`config.mk`:
```
export PLATFORM = sky130hd
export DESIGN_NAME = pipeline_controller
export DESIGN_NICKNAME = d
export VERILOG_FILES = /design/src/rtl/pipeline_controller.sv
export SDC_FILE = /design/constraint.sdc
export NUM_CORES = 1
export LEC_CHECK = 0
export ABC_AREA = 0
export ABC_CLOCK_PERIOD_IN_PS = 3820
export CORE_AREA = 2 2 40 42
export CTS_CLUSTER_DIAMETER = 80
export DETAILED_ROUTE_END_ITERATION = 16
export DIE_AREA = 0 0 42 44
export GPL_ROUTABILITY_DRIVEN = 0
export HOLD_SLACK_MARGIN = 0.06
export PLACE_DENSITY = 0.74
export SYNTH_ARGS = -nofsm -noshare
export SYNTH_HDL_FRONTEND = slang
export SYNTH_SLANG_ARGS = --single-unit
```
`constraint.sdc`:
```
create_clock -name clock -period 3.82 [get_ports clock]
set_clock_uncertainty 0.15 [all_clocks]
set_input_delay 0.764 -clock clock [delete_from_list [all_inputs] [get_ports clock]]
set_output_delay 0.764 -clock clock [all_outputs]
set_load 0.05 [all_outputs]
```
`src/rtl/pipeline_controller.sv`:
```
// rtl/pipeline_controller.sv - pipeline hazard/flush/stall control FSM
//
// Purpose: sequences stalls for memory waits and multi-cycle execute ops,
// and PC reload plus pipeline flushes for taken branches and exceptions.
// All state updates on the falling edge of clock; reset is asynchronous, active-high.
//
// Ports:
//   clock, reset                      clock / async active-high reset
//   branch_taken, exception_req       redirect requests (branch honoured only in RUN)
//   multi_start, multi_cycles         extra execute cycles request
//   mem_ready                         memory access completes this cycle
//   stall, fetch_enable, pc_load      pipeline control outputs
//   flush_decode, flush_execute       pipeline register flushes
//   state                             current FSM state code (debug)
//   perf_stall_count, perf_flush_count  saturating perf counters, present only
//                                       when GBA_PIPE_PERF_EN is defined
module pipeline_controller #(
  parameter int MULTI_WIDTH = 4,
  parameter int PERF_WIDTH  = 16
) (
  input  logic                   clock,
  input  logic                   reset,
  input  logic                   branch_taken,
  input  logic                   exception_req,
  input  logic                   multi_start,
  input  logic [MULTI_WIDTH-1:0] multi_cycles,
  input  logic                   mem_ready,
  output logic                   stall,
  output logic                   fetch_enable,
  output logic                   pc_load,
  output logic                   flush_decode,
  output logic                   flush_execute,
  output logic [2:0]             state
`ifdef GBA_PIPE_PERF_EN
  ,
  output logic [PERF_WIDTH-1:0]  perf_stall_count,
  output logic [PERF_WIDTH-1:0]  perf_flush_count
`endif
);

  localparam logic [2:0] RUN     = 3'd0;
  localparam logic [2:0] MEMWAIT = 3'd1;
  localparam logic [2:0] MULTI   = 3'd2;
  localparam logic [2:0] REFILL1 = 3'd3;
  localparam logic [2:0] REFILL2 = 3'd4;

  logic [2:0]             state_q, state_d;
  logic [MULTI_WIDTH-1:0] cnt_q, cnt_d;
  logic                   exc_pending_q, exc_pending_d;
  logic                   stall_c, fetch_c, pc_load_c, flush_d_c, flush_x_c;

  always_comb begin
    state_d       = state_q;
    cnt_d         = cnt_q;
    exc_pending_d = exc_pending_q;
    stall_c       = 1'b0;
    fetch_c       = 1'b0;
    pc_load_c     = 1'b0;
    flush_d_c     = 1'b0;
    flush_x_c     = 1'b0;
    case (state_q)
      RUN: begin
        fetch_c = 1'b1;
        if (exc_pending_q || exception_req || branch_taken) begin
          pc_load_c     = 1'b1;
          flush_d_c     = 1'b1;
          flush_x_c     = 1'b1;
          exc_pending_d = 1'b0;
          state_d       = REFILL1;
        end else if (!mem_ready) begin
          stall_c = 1'b1;
          fetch_c = 1'b0;
          state_d = MEMWAIT;
        end else if (multi_start && (multi_cycles != '0)) begin
          cnt_d   = multi_cycles;
          state_d = MULTI;
        end
      end
      MEMWAIT: begin
        stall_c = 1'b1;
        if (mem_ready) state_d = RUN;
      end
      MULTI: begin
        // Counter only advances on cycles where the bus is not holding us,
        // so a bus wait lengthens the stall rather than eating into it.
        stall_c = 1'b1;
        if (mem_ready) begin
          cnt_d = cnt_q - MULTI_WIDTH'(1);
          if (cnt_q == MULTI_WIDTH'(1)) state_d = RUN;
        end
      end
      REFILL1: begin
        fetch_c   = 1'b1;
        flush_x_c = 1'b1;
        stall_c   = !mem_ready;
        if (mem_ready) state_d = REFILL2;
      end
      REFILL2: begin
        fetch_c = 1'b1;
        stall_c = !mem_ready;
        if (mem_ready) state_d = RUN;
      end
      default: begin
        stall_c = 1'b1;
        state_d = RUN;
      end
    endcase
    // Exceptions arriving while busy are remembered and taken on re-entering RUN.
    if ((state_q != RUN) && exception_req) exc_pending_d = 1'b1;
  end

  always_ff @(negedge clock or posedge reset) begin
    if (reset) begin
      state_q       <= RUN;
      cnt_q         <= '0;
      exc_pending_q <= 1'b0;
    end else begin
      state_q       <= state_d;
      cnt_q         <= cnt_d;
      exc_pending_q <= exc_pending_d;
    end
  end

  // While in reset both pipeline registers are held flushed and nothing advances.
  always_comb begin
    stall         = reset ? 1'b0 : stall_c;
    fetch_enable  = reset ? 1'b0 : fetch_c;
    pc_load       = reset ? 1'b0 : pc_load_c;
    flush_decode  = reset ? 1'b1 : flush_d_c;
    flush_execute = reset ? 1'b1 : flush_x_c;
    state         = state_q;
  end

`ifdef GBA_PIPE_PERF_EN
  logic [PERF_WIDTH-1:0] perf_stall_q, perf_flush_q;

  always_ff @(negedge clock or posedge reset) begin
    if (reset) begin
      perf_stall_q <= '0;
      perf_flush_q <= '0;
    end else begin
      if (stall && (perf_stall_q != '1)) perf_stall_q <= perf_stall_q + PERF_WIDTH'(1);
      if (pc_load && (perf_flush_q != '1)) perf_flush_q <= perf_flush_q + PERF_WIDTH'(1);
    end
  end

  assign perf_stall_count = perf_stall_q;
  assign perf_flush_count = perf_flush_q;
`endif

endmodule

```
* After elaboration in Yosys (flattened, before gate mapping)
Cells that the tools add are included.
Word-level totals: register bits after elaboration 8, bits of input ports 10, output and inout port bits 8, word-level logic and storage cells 63
Operators by class: $add $sub $neg 1, equality and inequality tests 13, mux-type cells 30, reduce and logical (&&, ||, !) cells 16
Operators by type and width (count):
- 2-to-1 mux 3 bit | 7
- 2-to-1 mux 4 bit | 4
- 2-to-1 mux 1 bit | 14
- inequality test 2 bit, second input constant | 6
- one-hot mux 3 bit (4 select lines) | 1
- AND reduction 5 bit | 2
- one-hot mux 4 bit (2 select lines) | 1
- equality test 3 x 2 -> 1 bit, second input constant | 2
- one-hot mux 1 bit (2 select lines) | 3
- nonzero test 2 bit | 3
- equality test 4 x 1 -> 1 bit, second input constant | 1
- inequality test 4 bit, second input constant | 1
- nonzero test 4 bit | 1
- OR reduction 2 bit | 2
- subtractor 4 x 1 -> 4 bit, second input constant | 1
- equality test 3 x 1 -> 1 bit, second input constant | 1
- equality test 3 bit, second input constant | 1
- zero test 3 bit | 1
- nonzero test 3 bit | 1
- logical AND 1 bit | 2
- logical OR 1 bit | 2
- inequality test 2 x 1 -> 1 bit, second input constant | 1
- AND reduction 2 bit | 1
- zero test 1 bit | 1

* Longest topological paths before layout
Gate-level depths: netlist of run 1.
depth after elaboration 6, mapped depth 5

==> results of run 1 <==
## repair_timing
action,4_1_cts,5_1_grt
pin swaps,9,6
hold endpoints to repair,0,0
buffers inserted,5,7
hold buffers,0,0
endpoints found under the setup margin,13,11
resized for setup,26,14
## logic make-up after synthesis
| family | after synthesis |
|---|---|
| adders and majority gates | 2 |
| AOI/OAI and AO/OA | 21 |
| and+or+nand+nor | 32 |
| DFF | 8 |
| muxes | 1 |
| buffers and inverters | 9 |
## state kept, by name (all words and copies together) (netlist names)
register / flops
state: 3
exc_pending_q: 1
cnt_q: 4
## stage by stage
| step | setup TNS [ns] | hold WS (ns) | worst slack, ns |
|---|---|---|---|
| after floorplan | -2.76 | 0.304 | -0.683 |
| after global placement | -4.43 | 0.325 | -0.520 |
| after detailed placement | -5.12 | 0.332 | -0.609 |
| after CTS | -2.59 | 0.378 | -0.580 |
| after global routing | -3.18 | 0.409 | -0.651 |
| final | -2.89 | 0.376 | -0.622 |
## per-layer routing
metal	global-route usage [%]	wire length (um)	vias up
met5	0	0	-
met4	18.1	100	0
met3	3.33	94	11
met2	35.9	1050	33
met1	30.2	931	369
li1	-	-	352
## layout make-up
class	instances	area, um2
clock buffer	3	22.5
multi-input combinational	56	487
inverter	5	18.8
fill	71	225
sequential	8	200
timing repair buffer	46	445
tap	16	20.0
## layout by cell type (no fill, tap or decap), types with 3 or more instances in the layout
master / count
buf_4: 26
nand2_1: 3
inv_1: 5
a21oi_2: 4
buf_6: 6
o21ai_0: 3
nand3_1: 4
dfrtn_1: 8
nand2b_1: 3
clkbuf_4: 3
nor2_4: 3
nor2_1: 6
buf_12: 6
## worst reg2reg max path, stage by stage (launching register included)
cell	delay, ns
dfrtn_1	0.38
buf_4	0.15
buf_4	0.12
or3_4	0.39
o31ai_4	0.28
nand3_1	0.15
a22o_1	0.25
## synthesized netlist by cell type (all sizes together)
library cell | number | area share, %
a311oi | 1 | 1.5
o32a | 1 | 1.9
nor3b | 1 | 1.3
a21oi | 6 | 5.1
dfrtn | 8 | 34
nor4 | 1 | 1.1
nor2 | 10 | 6.4
nand2b | 3 | 3.2
nor3 | 4 | 3.4
ha | 2 | 4.3
a31oi | 2 | 2.1
a221oi | 1 | 1.5
nor2b | 2 | 2.1
or3 | 1 | 1.9
inv | 5 | 3.2
mux2i | 1 | 1.7
nand2 | 5 | 3.2
clkbuf | 3 | 1.9
buf | 1 | 1.9
a211oi | 1 | 1.3
o21a | 1 | 1.3
and2 | 1 | 1.3
o31ai | 1 | 3.6
o21ai | 5 | 4.3
a32o | 1 | 1.7
a22o | 1 | 1.5
nand3 | 4 | 3.4
## power breakdown
part | internal [mW] | total [mW] | switching, mW
Sequential | 0.129 | 0.190 | 0.0604
Combinational | 0.381 | 0.794 | 0.413
Clock | 0.0365 | 0.0735 | 0.0370
## worst paths after layout
path	startpoint	endpoint	cells after the start
setup / recovery	exc_pending_q	fetch_enable	7
hold / removal	cnt_q[3]	cnt_q[3]	2
setup reg to reg	exc_pending_q	cnt_q[0]	6
hold reg to reg	cnt_q[3]	cnt_q[3]	2
max in group asynchronous	reset	state[0]	2
min in group asynchronous	reset	state[2]	2
==> impl_metrics.yaml, run 1 <==
outcome:
  outcome: "finished, violations left"
  violations: "negative setup slack"
cts:
  clkTransAtPathRegs_ns: 0.05
  clock_sinks: 8
  clockRootBuffer: "clkbuf_4"
  cts_tree: "built"
  insertion_delay_ns: 0.28
  cts_max_level: 1
  numCtsBuffers: 3
  clockBufferDepth: 2
floorplan:
  core_area_um2: 1420
  row_count: 14
  die_w_um: 42
  initial_core_util_pct: 41.4
  die_h_um: 44
  die-area_um2: 1850
  io_pins: 18
detailed_routing:
  wl_per_cell_um: 16.2
  wl_um: 2170
  postRouteAntennaNets: 0
  firstDrtPassIters: 4
  drcViolationCount: 0
  first_iter_violations: 30
  avgViaCountPerCell: 5.71
  via_count: 765
layout:
  drive_gt1_share_pct: 56.8
  insertedDiodeCount: 0
  areaGrowthSynthToFinish_pct: 103
  final_area_um2: 1190
  finalNetCount: 132
  utilization_pct: 84.1
  fin_cells: 134
critical_path:
  cp_num_buf_inv: 3
  r2r_slack_ns: 1.80
  cp-start-kind: "register"
  cp_slowest_cell: "dfrtn_1"
  crit_required_ns: 2.91
  critPathMaxStageDelay_ns: 0.46
  crit_family: "flip-flops"
  cp-end-kind: "output port"
  crit_chain: "nor3_4 > buf_4 > buf_6 > a211oi_4 > a21oi_2 > nor2_4 > buf_12"
  worstPathArrival_ns: 3.53
  path_class: "register to output port"
  critPathMaxFanout: 3
timing:
  setup_viol: 9
  timing.final.ws_setup_ns: -0.622
  hold_viol_final: 0
  slew_headroom_pct: 52.2
  grt_setup_unrepaired: "yes"
  tightest_slew_ns: 0.716
  report.final.slew_viol_count: 0
yosys:
  synth_compound_area_share_pct: 25.7
  synth_seq_area_share_pct: 34.0
  synth-xor-area-share_pct: 0
  synthesis.area_um2: 588
  synthAdderAreaFrac_pct: 4.26
  synth_top_family_by_area: "simple AND/OR/NAND/NOR gates"
  syn_nets: 85
  ys_types: 27
  synth.mux.area_fraction_pct: 1.70
  ys_seq_elements: 8
  avgSynthCellArea_um2: 8.06
  syn-instance-count: 73
  ys_warn_count: 0
  yosys.area_share.simple_pct: 27.2
global_routing:
  first_global_vias: 721
  antenna_found_initial: 0
  grt_max_degree: 11
  grt_overflow: 0
  grtUsageTotal_pct: 23.6
  grt_pass1_wl_um: 3230
power:
  power_mw: 1.06
  p_leak_nw: 0.525
  irDropWorstVdd_mv: 0.603
  powerDensity_nw_per_um2: 885
placement:
  dp_cells: 120
  numPortBuffers: 17
  place_area_um2: 1010
  dp_hpwl_um: 1330
worst_hold_path:
  hp-class: "register to register"
run:
  cap_violations: 0
Power figures use the tool's default switching activity.
==> run 2: changes to the inputs <==
- CORE_AREA: 2 2 40 42 -> 2 2 44 46
- DIE_AREA: 0 0 42 44 -> 0 0 46 48
- PLACE_DENSITY: 0.74 -> 0.62
==> run 2 against run 1 <==
  * The run still ends with negative setup slack left
  * Clock power is 6.3% lower
  * Sequential power is 2% lower
  * Final cell count is 0.75% lower
  * Cell area is 0.21% higher
  * Wire length is 8.2% lower
  * Power is 0.41% lower
  * Register-to-register slack worse by 0.14 ns
  * Count of clock-buffer cells in the layout stayed put
  * First-iteration DRC count is 43% lower
  * Critical path type unchanged
  * Critical endpoint is now stall
  * Global-route usage is 3.2 points lower
  * Worst setup slack better by 0.029 ns
  * Non-clock buffer count is 2 lower
==> impl_metrics.yaml, run 2 (same netlist as run 1, synthesis figures left out) <==
cts:
  clockBufferDepth: 2
  clkTransAtPathRegs_ns: 0.05
  numCtsBuffers: 3
  cts_tree: "built"
  clock_sinks: 8
  clockRootBuffer: "clkbuf_4"
  insertion_delay_ns: 0.27
  postCtsHoldBufs: 0
  cts_max_level: 1
power:
  power_mw: 1.05
  power_frac_seq_pct: 17.7
  p_int_uw: 562
  p_leak_nw: 0.525
  p_comb_share_pct: 75.8
  p_sw_uw: 490
  powerDensity_nw_per_um2: 880
  irDropWorstVdd_mv: 0.557
  p_clk_share_pct: 6.5
  swShare_pct: 46.6
critical_path:
  rr_worst_depth: 7
  r2r-start: "state[1]"
  crit_required_ns: 2.91
  cp-end-kind: "output port"
  reg2reg_to: "cnt_q[2]"
  worstPathArrival_ns: 3.50
  critPathMaxFanout: 3
  cp-start-kind: "register"
  path_class: "register to output port"
  r2r_slack_ns: 1.66
detailed_routing:
  postRouteAntennaNets: 0
  first_iter_violations: 17
  wl_per_cell_um: 15.0
  avgViaCountPerCell: 5.34
  wl_um: 1990
  drcViolationCount: 0
  firstDrtPassIters: 4
  via_count: 710
worst_hold_path:
  hold_path_depth: 2
  hold_end: "cnt_q[3]"
  min_from: "cnt_q[3]"
  hp-class: "register to register"
run:
  cap_violations: 0
global_routing:
  grt_max_degree: 11
  antenna_found_initial: 0
  grt_overflow: 0
  first_global_vias: 684
  grt_pass1_wl_um: 3140
  grtUsageTotal_pct: 20.4
layout:
  final_common_cell: "buf_4"
  insertedDiodeCount: 0
  final_area_um2: 1200
  largest_register_ffs: 4
  areaGrowthSynthToFinish_pct: 103
  layout_common_cells: "buf_4 (22), dfrtn_1 (8), nor2_1 (7), buf_6 (7), buf_12 (6)"
  fin_cells: 133
  finalNetCount: 130
  drive_gt1_share_pct: 52.6
  top_register: "cnt_q"
  utilization_pct: 70.8
timing:
  setup_viol: 8
  timing.final.ws_setup_ns: -0.593
  hold_viol_final: 0
  finalSetupTns_ns: -2.97
  slew_headroom_pct: 53.4
  hold_ws_ns: 0.368
  grt_setup_unrepaired: "yes"
  tightest_slew_ns: 0.697
  report.final.slew_viol_count: 0
floorplan:
  row_count: 15
  initial_core_util_pct: 34.8
  io_pins: 18
  die_w_um: 46
  core_area_um2: 1690
  die_h_um: 48
  die-area_um2: 2210
placement:
  place_ws_ns: -0.565
  dp_hpwl_um: 1380
  place_area_um2: 1040
  dp_cells: 124
  numPortBuffers: 17
outcome:
  violations: "negative setup slack"
  outcome: "finished, violations left"
## run 2: cell count changes in the layout (fill, tap and decap cells not counted), sizes merged
cell	previous run	this run
buf	39	37
clkbuf	5	3
dlygate4sd2	2	4
## run 2: area by class of cell
class,count,area (um2)
Multi-Input combinational cell,56,474
Timing Repair Buffer,44,459
Tap cell,17,21.3
Clock buffer,3,22.5
Sequential cell,8,200
Fill cell,127,493
Inverter,5,18.8
## run 2: critical path, cell delays in order (launching register included)
cell and delay [ns]:
dfrtn_1 0.37, nor3_4 0.21, nor2_1 0.09, o21a_1 0.21, a311oi_4 0.25, buf_12 0.18
## run 2: repair_timing
action,in CTS,in global routing
buffers inserted,4,5
endpoints found under the setup margin,13,11
pin swaps,8,7
resized for setup,34,7
## run 2: how the worst max path moves through the flow
| stage | start | to | slack (ns) | cells after the start |
|---|---|---|---|---|
| 6_report | exc_pending_q | stall | -0.59 | 5 |
| 5_1_grt | exc_pending_q | stall | -0.65 | 5 |
| 4_1_cts | exc_pending_q | stall | -0.61 | 5 |
| 3_5_place_dp | exception_req | cnt_q[0] | -0.57 | 5 |
| 3_3_place_gp | exception_req | cnt_q[0] | -0.53 | 5 |
| 2_1_floorplan | state[0] | stall | -0.68 | 4 |
## run 2: metal layers
metal,global-route usage [%],wire (um),vias up
li1,-,-,348
met1,28.3,913,328
met2,31.1,949,28
met3,3.77,94,6
met4,8.00,36,0
met5,0,0,-
## run 2: power groups by stage
stage                     logic [mW]  registers (mW)  clock network, mW
after detailed placement       0.678           0.180                  0
after CTS                      0.762           0.185             0.0689
after global routing           0.857           0.190             0.0723
after floorplan                0.374           0.211                  0
after global placement         0.667           0.178                  0
final                          0.798           0.186             0.0689
==> run 3: changes to the inputs <==
- SETUP_SLACK_MARGIN: default -> 0.3
==> run 3 against run 2 <==
  * Critical path type unchanged
  * Via count shrank 0.42%
  * The run still ends with negative setup slack left
  * Wire length shrank 10%
  * Critical path depth grew 2
  * Combinational power shrank 3.4%
==> impl_metrics.yaml, run 3 (same netlist as run 1, synthesis figures left out) <==
power:
  p_sw_uw: 483
  irDropWorstVdd_mv: 0.454
  p_leak_nw: 0.522
  powerDensity_nw_per_um2: 859
  p_comb_share_pct: 75.3
  swShare_pct: 47.2
  p_clk_share_pct: 6.8
  power_frac_seq_pct: 17.9
  p_int_uw: 540
timing:
  timing.final.ws_setup_ns: -0.493
  grt_setup_unrepaired: "yes"
  slew_headroom_pct: 53.7
  hold_viol_final: 0
  finalSetupTns_ns: -2.37
  setup_viol: 9
  report.final.slew_viol_count: 0
  tightest_slew_ns: 0.693
placement:
  place_ws_ns: -0.583
  place_area_um2: 1010
  dp_hpwl_um: 1240
  dp_cells: 119
  numPortBuffers: 17
worst_hold_path:
  hp-class: "register to register"
layout:
  final_area_um2: 1190
  areaGrowthSynthToFinish_pct: 103
  largest_register_ffs: 4
  seqCellArea_um2: 200
  utilization_pct: 70.5
  drive_gt1_share_pct: 54.7
  multi_input_area_um2: 483
  final_common_cell: "buf_4"
  fin_cells: 134
  insertedDiodeCount: 0
  top_register: "cnt_q"
  layout_common_cells: "buf_4 (25), dfrtn_1 (8), nor2_1 (7), buf_6 (6), buf_12 (6)"
  fillCellCount: 121
  finalNetCount: 131
detailed_routing:
  dr_wl_met2_um: 858
  top_layer: "met4"
  route.met3.wl_um: 98
  via_count: 707
  avgViaCountPerCell: 5.28
  wl_um: 1790
  drcViolationCount: 0
  postRouteAntennaNets: 0
  wl_per_cell_um: 13.4
  first_iter_violations: 15
  firstDrtPassIters: 4
  m1WireLength_um: 820
global_routing:
  grt_pass1_wl_um: 2790
  antenna_found_initial: 0
  grt_max_degree: 11
  grt_overflow: 0
  first_global_vias: 649
  grtUsageTotal_pct: 18.3
cts:
  clkTransAtPathRegs_ns: 0.05
  numCtsBuffers: 3
  cts_tree: "built"
  cts_max_level: 1
  clockBufferDepth: 2
  postCtsHoldBufs: 0
  clockRootBuffer: "clkbuf_4"
  insertion_delay_ns: 0.27
  clock_sinks: 8
critical_path:
  critPathMaxFanout: 2
  cp_num_buf_inv: 3
  crit_family: "flip-flops"
  path_class: "register to output port"
  crit_required_ns: 2.91
  cp_slowest_cell: "dfrtn_1"
  crit_chain: "nor3_2 > buf_4 > buf_6 > a211oi_2 > a21oi_2 > nor2_4 > buf_12"
  cp-end-kind: "output port"
  worstPathArrival_ns: 3.40
  cp-start-kind: "register"
  critPathMaxStageDelay_ns: 0.43
floorplan:
  die_h_um: 48
  initial_core_util_pct: 34.8
  core_area_um2: 1690
  die_w_um: 46
  io_pins: 18
  row_count: 15
  die-area_um2: 2210
outcome:
  violations: "negative setup slack"
  outcome: "finished, violations left"
run:
  cap_violations: 0
-- run 3: routing by layer --
| metal | GRT usage, % | vias up |
|---|---|---|
| met2 | 28.3 | 21 |
| met4 | 3.43 | 0 |
| met1 | 24.7 | 332 |
| met5 | 0 | - |
| li1 | - | 350 |
| met3 | 6.79 | 4 |
-- run 3: layout make-up --
type | count | area share [%]
Sequential cell | 8 | 16.8
Timing Repair Buffer | 45 | 37.4
Multi-Input combinational cell | 56 | 40.5
Tap cell | 17 | 1.79
Inverter | 5 | 1.58
Clock buffer | 3 | 1.89
-- run 3: path summary, 6_finish.rpt --
check	from	to	cells after the start	slack [ns]
setup / recovery	exc_pending_q	fetch_enable	7	-0.49
hold / removal	cnt_q[3]	cnt_q[3]	2	0.39
setup reg to reg	state[2]	cnt_q[1]	7	1.83
hold reg to reg	cnt_q[3]	cnt_q[3]	2	0.39
max in group asynchronous	reset	cnt_q[3]	2	0.70
min in group asynchronous	reset	state[2]	2	2.47
-- run 3: repair_timing --
item,in CTS,in global routing
buffers inserted,7,5
resized for setup,30,3
endpoints found under the setup margin,15,14
pin swaps,10,7
-- run 3: worst register-to-register path, stage by stage, from the launching register on --
cell,delay [ns]
dfrtn_1,0.38
buf_6,0.13
buf_6,0.11
buf_4,0.13
nor3b_1,0.57
mux2i_1,0.17
nand3_1,0.13
o21ai_2,0.06
-- run 3: through the flow --
stage	total power, mW	hold WS, ns
3_3_place_gp	0.818	0.321
3_5_place_dp	0.825	0.331
2_1_floorplan	0.585	0.304
6_report	1.02	0.393
4_1_cts	0.982	0.350
5_1_grt	1.08	0.433
-- run 3: power groups by stage --
| stage | clock, mW | sequential [mW] | combinational, mW |
|---|---|---|---|
| after detailed placement | 0 | 0.184 | 0.641 |
| final | 0.0691 | 0.183 | 0.771 |
| after floorplan | 0 | 0.211 | 0.374 |
| after global placement | 0 | 0.182 | 0.636 |
| after global routing | 0.0742 | 0.190 | 0.819 |
| after CTS | 0.0705 | 0.183 | 0.728 |
